--- src/rtl/sub_pkg.sv ---
// Shared definitions for the subtractor result stage: default widths, the
// occupancy state encoding and the stored sign-magnitude result type.
package sub_pkg;

    localparam int SIZE_DEF  = 32;
    localparam int CNT_W_DEF = 16;

    // Number of results held by the stage; the skid entry is used only in TWO.
    typedef enum logic [1:0] {
        EMPTY = 2'd0,
        ONE   = 2'd1,
        TWO   = 2'd2
    } occ_state_e;

    // Converted result as stored in both the main and skid registers.
    typedef struct packed {
        logic [SIZE_DEF-1:0] mag;
        logic                neg;
        logic                zero;
    } sub_res_t;

    // Value presented on out_* straight after reset.
    localparam sub_res_t RES_RESET = '{mag: '0, neg: 1'b0, zero: 1'b1};

endpackage

--- src/rtl/sub_mag_conv.sv ---
// Combinational conversion of a raw difference and borrow-out into
// sign-magnitude form. With br=1 and d=0 (impossible from a real subtractor)
// the output is mag=0, neg=1, zero=1; it is passed through unchanged.
module sub_mag_conv
    import sub_pkg::*;
#(
    parameter int SIZE = SIZE_DEF
) (
    input  logic [SIZE-1:0] in_d,
    input  logic            in_br,
    output logic [SIZE-1:0] mag,
    output logic            neg,
    output logic            zero
);

    // Two's-complement negate when the subtraction borrowed.
    always_comb begin
        mag  = in_br ? (~in_d + SIZE'(1)) : in_d;
        neg  = in_br;
        zero = (mag == '0);
    end

endmodule

--- src/rtl/sub_result_stage.sv ---
// Registered output stage behind the parallel subtractor. Converts D/Br to
// sign-magnitude and presents it on a valid/ready interface backed by a
// 2-entry skid buffer (main register drives out_*, skid register is second).
// in_ready is a pure decode of the registered occupancy, so there is no
// combinational path from out_ready to in_ready.
// Optional feature: define SUB_BORROW_CNT_EN to add the saturating borrow_cnt
// port counting accepted inputs with in_br=1.
// Stored results use sub_pkg::sub_res_t, so SIZE must equal SIZE_DEF.
module sub_result_stage
    import sub_pkg::*;
#(
    parameter int SIZE = SIZE_DEF
`ifdef SUB_BORROW_CNT_EN
    ,
    parameter int CNT_W = CNT_W_DEF
`endif
) (
    input  logic             clk,
    input  logic             rst,
    input  logic             in_valid,
    output logic             in_ready,
    input  logic [SIZE-1:0]  in_d,
    input  logic             in_br,
    output logic             out_valid,
    input  logic             out_ready,
    output logic [SIZE-1:0]  out_mag,
    output logic             out_neg,
    output logic             out_zero
`ifdef SUB_BORROW_CNT_EN
    ,
    output logic [CNT_W-1:0] borrow_cnt
`endif
);

    occ_state_e      state_q, state_d;
    sub_res_t        main_q, main_d;
    sub_res_t        skid_q, skid_d;
    sub_res_t        conv_res;
    logic [SIZE-1:0] conv_mag;
    logic            conv_neg;
    logic            conv_zero;
    logic            push;
    logic            pop;

    // Single converter on the input side; both registers store converted results.
    sub_mag_conv #(.SIZE(SIZE)) u_conv (
        .in_d  (in_d),
        .in_br (in_br),
        .mag   (conv_mag),
        .neg   (conv_neg),
        .zero  (conv_zero)
    );

    assign conv_res  = '{mag: conv_mag, neg: conv_neg, zero: conv_zero};

    assign in_ready  = (state_q != TWO);
    assign out_valid = (state_q != EMPTY);
    assign push      = in_valid & in_ready;
    assign pop       = out_valid & out_ready;

    // Next occupancy and register contents from the push/pop combination.
    always_comb begin
        // NOTE: every output gets a default first so no path infers a latch.
        state_d = state_q;
        main_d  = main_q;
        skid_d  = skid_q;
        case (state_q)
            EMPTY: begin
                if (push) begin
                    state_d = ONE;
                    main_d  = conv_res;
                end
            end
            ONE: begin
                if (push && pop) begin
                    main_d  = conv_res;
                end else if (push) begin
                    state_d = TWO;
                    skid_d  = conv_res;
                end else if (pop) begin
                    state_d = EMPTY;
                end
            end
            TWO: begin
                if (pop) begin
                    state_d = ONE;
                    main_d  = skid_q;
                end
            end
            default: state_d = EMPTY;
        endcase
    end

    // State and data registers with synchronous reset.
    always_ff @(posedge clk) begin
        // NOTE: non-blocking assignments so every register samples pre-edge values.
        if (rst) begin
            state_q <= EMPTY;
            main_q  <= RES_RESET;
            // NOTE: the skid entry is cleared too, so no pre-reset data is ever retained.
            skid_q  <= RES_RESET;
        end else begin
            state_q <= state_d;
            main_q  <= main_d;
            skid_q  <= skid_d;
        end
    end

    assign out_mag  = main_q.mag;
    assign out_neg  = main_q.neg;
    assign out_zero = main_q.zero;

`ifdef SUB_BORROW_CNT_EN
    logic [CNT_W-1:0] cnt_q;

    // Count accepted inputs that borrowed, holding at the maximum instead of wrapping.
    always_ff @(posedge clk) begin
        if (rst) begin
            cnt_q <= '0;
        end else if (push && in_br && (cnt_q != '1)) begin
            cnt_q <= cnt_q + CNT_W'(1);
        end
    end

    assign borrow_cnt = cnt_q;
`endif

endmodule

--- config.mk ---
export PLATFORM = sky130hd
export DESIGN_NAME = sub_result_stage
export DESIGN_NICKNAME = d
export VERILOG_FILES = /design/src/rtl/sub_pkg.sv /design/src/rtl/sub_mag_conv.sv /design/src/rtl/sub_result_stage.sv
export SDC_FILE = /design/constraint.sdc
export NUM_CORES = 1
export LEC_CHECK = 0
export CAP_MARGIN = 20
export CORE_UTILIZATION = 53
export DETAILED_ROUTE_END_ITERATION = 16
export PLACE_DENSITY = 0.8
export SKIP_LAST_GASP = 1
export SYNTH_ARGS = -nofsm -noshare
export SYNTH_HDL_FRONTEND = slang
export SYNTH_HIERARCHICAL = 1
export SYNTH_SLANG_ARGS = --single-unit
--- constraint.sdc ---
create_clock -name clk -period 4.99 [get_ports clk]
set_clock_uncertainty 0.1 [all_clocks]
set_input_delay 0.7485 -clock clk [delete_from_list [all_inputs] [get_ports clk]]
set_output_delay 0.7485 -clock clk [all_outputs]
set_load 0.02 [all_outputs]
# [Word level (Yosys, flattened, before mapping)]
# Cells that the tools add are included.
[word_totals] regBits=70 inputBits=37 out_inout_bits=36
[classes] n_addsub=1 n_eq_ne=8 n_mux=11 bitwise_logic=4 reduce_logical=8
[ops] operator="two-way mux 34 bit" count=3
[ops] operator="case mux 34 bit (3 select lines)" count=1
[ops] operator="adder 32 x 1 -> 32 bit (second input constant)" count=1
[ops] operator="logical NOT 32 bit" count=1
[ops] operator="two-way mux 32 bit" count=1
[ops] operator="NOT 32 bit" count=1
[ops] operator="two-way mux 2 bit" count=5
[ops] operator="!= test 2 bit (second input constant)" count=5
[ops] operator="AND reduction 4 bit" count=2
[ops] operator="case mux 2 bit (3 select lines)" count=1
[ops] operator="!= test 3 bit (second input constant)" count=1
[ops] operator="AND reduction 3 bit" count=1
[ops] operator="nonzero test 3 bit" count=1
[ops] operator="AND 1 bit" count=2
[ops] operator="== test 2 x 1 -> 1 bit (second input constant)" count=1
[ops] operator="== test 2 bit (second input constant)" count=1
[ops] operator="logical NOT 2 bit" count=1
[ops] operator="nonzero test 2 bit" count=1
[ops] operator="logical AND 1 bit" count=1
[ops] operator="NOT 1 bit" count=1

# [Longest topological paths before layout]
[logic_depth] depth_word=6 ltp_mapped=14 depth_no_buf=12

# [Hierarchy]
# The synthesis kept the hierarchy.
[modules_own_cells] module="sub_result_stage" instances=1 cells_each=316 area_each_um2=3019.1 seq_area_each_um2=1401.3
[modules_own_cells] module="sub_mag_conv" instances=1 cells_each=152 area_each_um2=1064.8 seq_area_each_um2=0.0

# [Worst setup path before layout]
# No wires, ideal clock.
[synth_timing] path_kind="input to register" from="input in_d[1]" to="register main_q (netlist bit out_zero)" setup_time_ns=0.117 t_arrival_ns=3.546 required_ns=4.773 slack_ns=1.226 path_stages=14 n_path_buf=2 path_cell_list="inv_1 -> ha_1 -> or4b_4 -> buf_6 -> or2_4 -> or4_1 -> clkbuf_1 -> mux2i_1 -> a32o_1 -> nand4_1 -> and4b_1 -> mux2_4 -> mux2i_1 -> nand2b_1"
[synth_via] elab_chain_cells=6 elab_cells_between_ends=7
[synth_lines] element="start, declared" line="sub_result_stage.sv:22" source="input logic [SIZE-1:0] in_d,"
[synth_lines] element="NOT 32 bit" line="sub_mag_conv.sv:18" source="mag = in_br ? (~in_d + SIZE'(1)) : in_d;"
[synth_lines] element="adder 32 x 1 -> 32 bit" line="sub_mag_conv.sv:18"
[synth_lines] element="two-way mux 32 bit *" line="sub_mag_conv.sv:18"
[synth_lines] element="logical NOT 32 bit *" line="sub_mag_conv.sv:20" source="zero = (mag == '0);"
[synth_lines] element="via conv_zero" line="sub_result_stage.sv:41" source="logic conv_zero;"
[synth_lines] element="two-way mux 34 bit, on equally long branches" line="sub_result_stage.sv:75, sub_result_stage.sv:69"
[synth_lines] element="case mux 34 bit (3 select lines) *" line="sub_result_stage.sv:67" source="case (state_q)"
[synth_lines] element="end signal, assigned" line="sub_result_stage.sv:104" source="main_q <= main_d;"
[synth_lines] element="end, declared" line="sub_result_stage.sv:36" source="sub_res_t main_q, main_d;"
# Mark *: on every way through the listed nets, which the timed path passes. The rest lies on a longest branch. The select of a mux whose other input is x is not followed.
# A chain may end at the register's enable or synchronous reset.

# [Final worst setup path]
[layout_timing] from="input in_d[0]" to="register main_q (netlist bit out_zero)"
[layout_via] elab_chain_cells=6 elab_cells_between_ends=7
[layout_lines] element="NOT 32 bit *" line="sub_mag_conv.sv:18"
[layout_lines] element="adder 32 x 1 -> 32 bit *" line="sub_mag_conv.sv:18"
[layout_lines] element="two-way mux 32 bit *" line="sub_mag_conv.sv:18"
[layout_lines] element="via conv_mag[30]" line="sub_result_stage.sv:39" source="logic [SIZE-1:0] conv_mag;"
[layout_lines] element="logical NOT 32 bit *" line="sub_mag_conv.sv:20"
[layout_lines] element="via conv_zero" line="sub_result_stage.sv:41"
[layout_lines] element="two-way mux 34 bit, on equally long branches" line="sub_result_stage.sv:75, sub_result_stage.sv:69"
[layout_lines] element="case mux 34 bit (3 select lines) *" line="sub_result_stage.sv:67"
# Marked as above.

==> results.md <==
- Clock Path Buffers: 2
- Netlist area before placement: 4080 sq um
- Simple-gate share of the synthesized area: between 20% and 30%
- Crit Path Class: input port to flop
- Main area contributors after synthesis: dfxtp_1 34%, a211oi_2 9.2%, mux2i_1 9.1%
- Die Area: roughly 8000 sq um
- Top-level I/O count: 73
- First-pass iteration count of the detailed router: 5
- FF-to-FF setup slack: between 3 and 4 ns
- Worst hold slack: about 0.35 ns
- Die Width: 89.8 um
- Multi-input logic area: about 2400 sq um
- Clock Pin Slew Worst Setup and Hold Paths: roughly 0.070 ns
- Flop pwr share: a little over two fifths
- Final Hold Vio Count: 0
- Routed wire length: ~9.4 mm
- Post-layout min period: around 4.1 ns
- # rows: 31
- Cell taking the most area after synthesis: dfxtp_1
- Final Setup Violations: 0
- CP Data Arrival Time: around 4.3 ns
- Flops & latches, synth: 70
- Slowest cell on crit path: or4_1
- Slew Limit Fails: 0
- R2R cell count: 5
- Placed Instances: slightly above 600
- Number of gates resized after cts: 0
- Status: finished clean
- Antenna violations before repair: 0
- Initial DRC count: 149
- GRT Util Overall: between 20% and 30%
- CP Data Required Time: roughly 5.1 ns
- Num CTS Buffers: 9
- Starting Density: 55.4%
- TritonCTS clock tree: built
- Power Internal: about 990 uW
- Clock Power Share: a little under a third
- Leakage: 1.92 nW
- # hold bufs at CTS: 0
- # Post-CTS Setup Buffers: 0
- CP Buf/Inv Count: 2
- Count of cell types in the netlist: 52
- Commonest non-fill, non-tap cell in the layout: nand2_1
- Mean number of vias per cell: 5.65
- Worst setup EP type: flop
- Ant diodes: 0
- Buffers on Ports: 72
- Synthesized Nets: roughly 510
- Mapped Avg Cell Area: 8.73 sq um
- Worst skew pair latency: 0.35 ns
- Final HPWL DP: 6.53 mm
- RSZ-0062 raised after global routing: false
- Worst path cell trace: clkdlybuf4s50_1 -> inv_1 -> ha_1 -> or4b_4 -> or2_4 -> or4_1 -> o21ai_1 -> xnor2_1 -> nor3_1 -> and4b_1 -> mux2_4 -> mux2i_1 -> nand2b_1
- PwrDens: approximately 280 nW/um^2
- Reg2reg end: out_zero
- Reg2reg start: state_q[1]
- Sequential Area: 1400 sq um
- Largest family of logic cells by synthesized area: simple AND/OR/NAND/NOR gates
- Peak Freq: between 200 and 250 MHz
- Max-cap violations: 0
- Sw Pwr: just over 400 uW
- Fillers: between 600 and 700
- Die Span Y: between 80 and 90 um
- Drt drc: 0
- Switching share of power: between 20 and 30%
- Post-synth top area share: around a third
- Compound-cell area share of the yosys netlist: between 20% and 30%
- Max rail drop VDD: approximately 0.25 mV
- HP Class: flop to flop
- Largest net degree at the start of global routing: between 60 and 70
- Seq/Total Area, Yosys: between 30% and 40%
- Root Buffer Master: clkbuf_8
- Top FF cell, synth: dfxtp_1
- First-pass GRT wire length: about 15 mm
- Drt wl/cell: around 15 um
- Fraction of registers with async set/reset: 0%
- Total grt overflow: 0
- Final std cells w/o fill: about 620
- Vias in the first global route: 3190
- Most frequent cells in the layout: 79 x nand2_1, 71 x clkdlybuf4s50_1, 70 x dfxtp_1
- Critical path origin: in_d[0]
- Routed vias: around 3.5k
- Synth Instances: approximately 470
- Gp weighted congestion: 0.849
- Slew margin rel.: around 30%
- Clock Sinks: 70
- Area delta synth->final: 21.3%
- CP peak stage delay: 0.64 ns
- Synth Area in Adders: less than 1%
- Worst Hold Endpoint: skid_q[25]
- Synth warn: 6
- Family with the most delay on the worst path: simple AND/OR/NAND/NOR gates
- TNS Setup: 0 ns
- Worst-margin pin slew: 1.05 ns
- Hold path start: skid_q[25]
- EDFF count, synth: 0
- Synth Area in XOR/XNOR: under 10%
- H-tree Lvls: 3
- Layout cells sized above 1: about an eighth
- Crit path max fanout: 7
- Period Utilization, post-route: between 80% and 90%
- Hold path depth: 2
- Core Footprint: about 7400 sq um
- Comb pwr share: between 20% and 30%
- Critical Path Start Type: input port
- Post-route antenna net violation count: 0
- Mux share of post-synthesis cell area: under 10%
- # nets final: roughly 560
[registers in the layout, summed over array words and instances (netlist names)]
signal,count
out_zero,1
state_q,2
out_neg,1
out_mag,32
skid_q,34
[worst max-delay path by stage]
stage,to,cells past startpoint
after global placement,out_zero,13
final,out_zero,13
after global routing,out_zero,13
after detailed placement,out_zero,13
after floorplan,out_zero,14
after CTS,out_zero,13
[power by group through the flow]
stage	clock [mW]	sequential [mW]	combinational (mW)
after floorplan	0	0.659	0.190
after global placement	0	0.626	0.335
after detailed placement	0	0.627	0.346
after CTS	0.455	0.615	0.348
after global routing	0.477	0.619	0.374
final	0.448	0.614	0.347
[Yosys cell counts (3+ instances only)]
cell type / n
a211oi_1: 4
a211oi_2: 30
a21oi_1: 34
buf_2: 6
buf_4: 5
buf_6: 8
buf_8: 3
clkbuf_1: 16
dfxtp_1: 70
inv_1: 5
mux2i_1: 37
nand2_1: 79
nand2b_1: 6
nand3_1: 4
nor2_1: 46
nor3_1: 8
nor4_1: 6
o21ai_0: 8
o31ai_1: 9
o41ai_1: 3
or2_2: 3
or3_1: 8
or4_1: 5
xnor2_1: 31
[logic make-up (layout without fill, tap and decap cells)]
logic type	count (synthesis)	count (layout)
flip-flops	70	70
XOR/XNOR	31	31
adder cells (fa/ha/maj)	1	1
AND/OR/NAND/NOR	182	182
multiplexers	38	38
AO/OA/AOI/OAI	101	101
buffers and inverters	45	101
[metrics by stage]
stage	total power, mW	cell area [sq um]	setup WS [ns]	util [%]
2_1_floorplan	0.849	4080	1.23	-
3_3_place_gp	0.961	4710	0.687	63.9
3_5_place_dp	0.973	4760	0.527	64.6
4_1_cts	1.42	4950	0.873	67.2
5_1_grt	1.47	4950	0.709	67.2
6_report	1.41	4950	0.843	67.2
[worst reg2reg max path, delay by kind of cell, from the launching register on]
family / cells / cell delay, ns
flip-flops: 1 / 0.37
multiplexers: 1 / 0.30
AND/OR/NAND/NOR: 2 / 0.28
buffers and inverters: 1 / 0.61
AO/OA/AOI/OAI: 1 / 0.12
[area by class of cell]
class | instances | share of cell area (%)
clock buffer | 11 | 2.85
clock inverter | 4 | 0.960
inverter | 5 | 0.379
multi-input combinational | 353 | 48.4
sequential | 70 | 28.3
tap | 99 | 2.50
timing repair buffer | 81 | 16.6
[per-layer routing]
metal / GRT usage, % / vias to the layer above / wire length [um]
li1: - / 1746 / -
met1: 30.3 / 1649 / 4350
met2: 37.4 / 107 / 4450
met3: 4.74 / 18 / 392
met4: 9.56 / 0 / 171
met5: 0 / - / 0
Power figures use the tool's default switching activity.
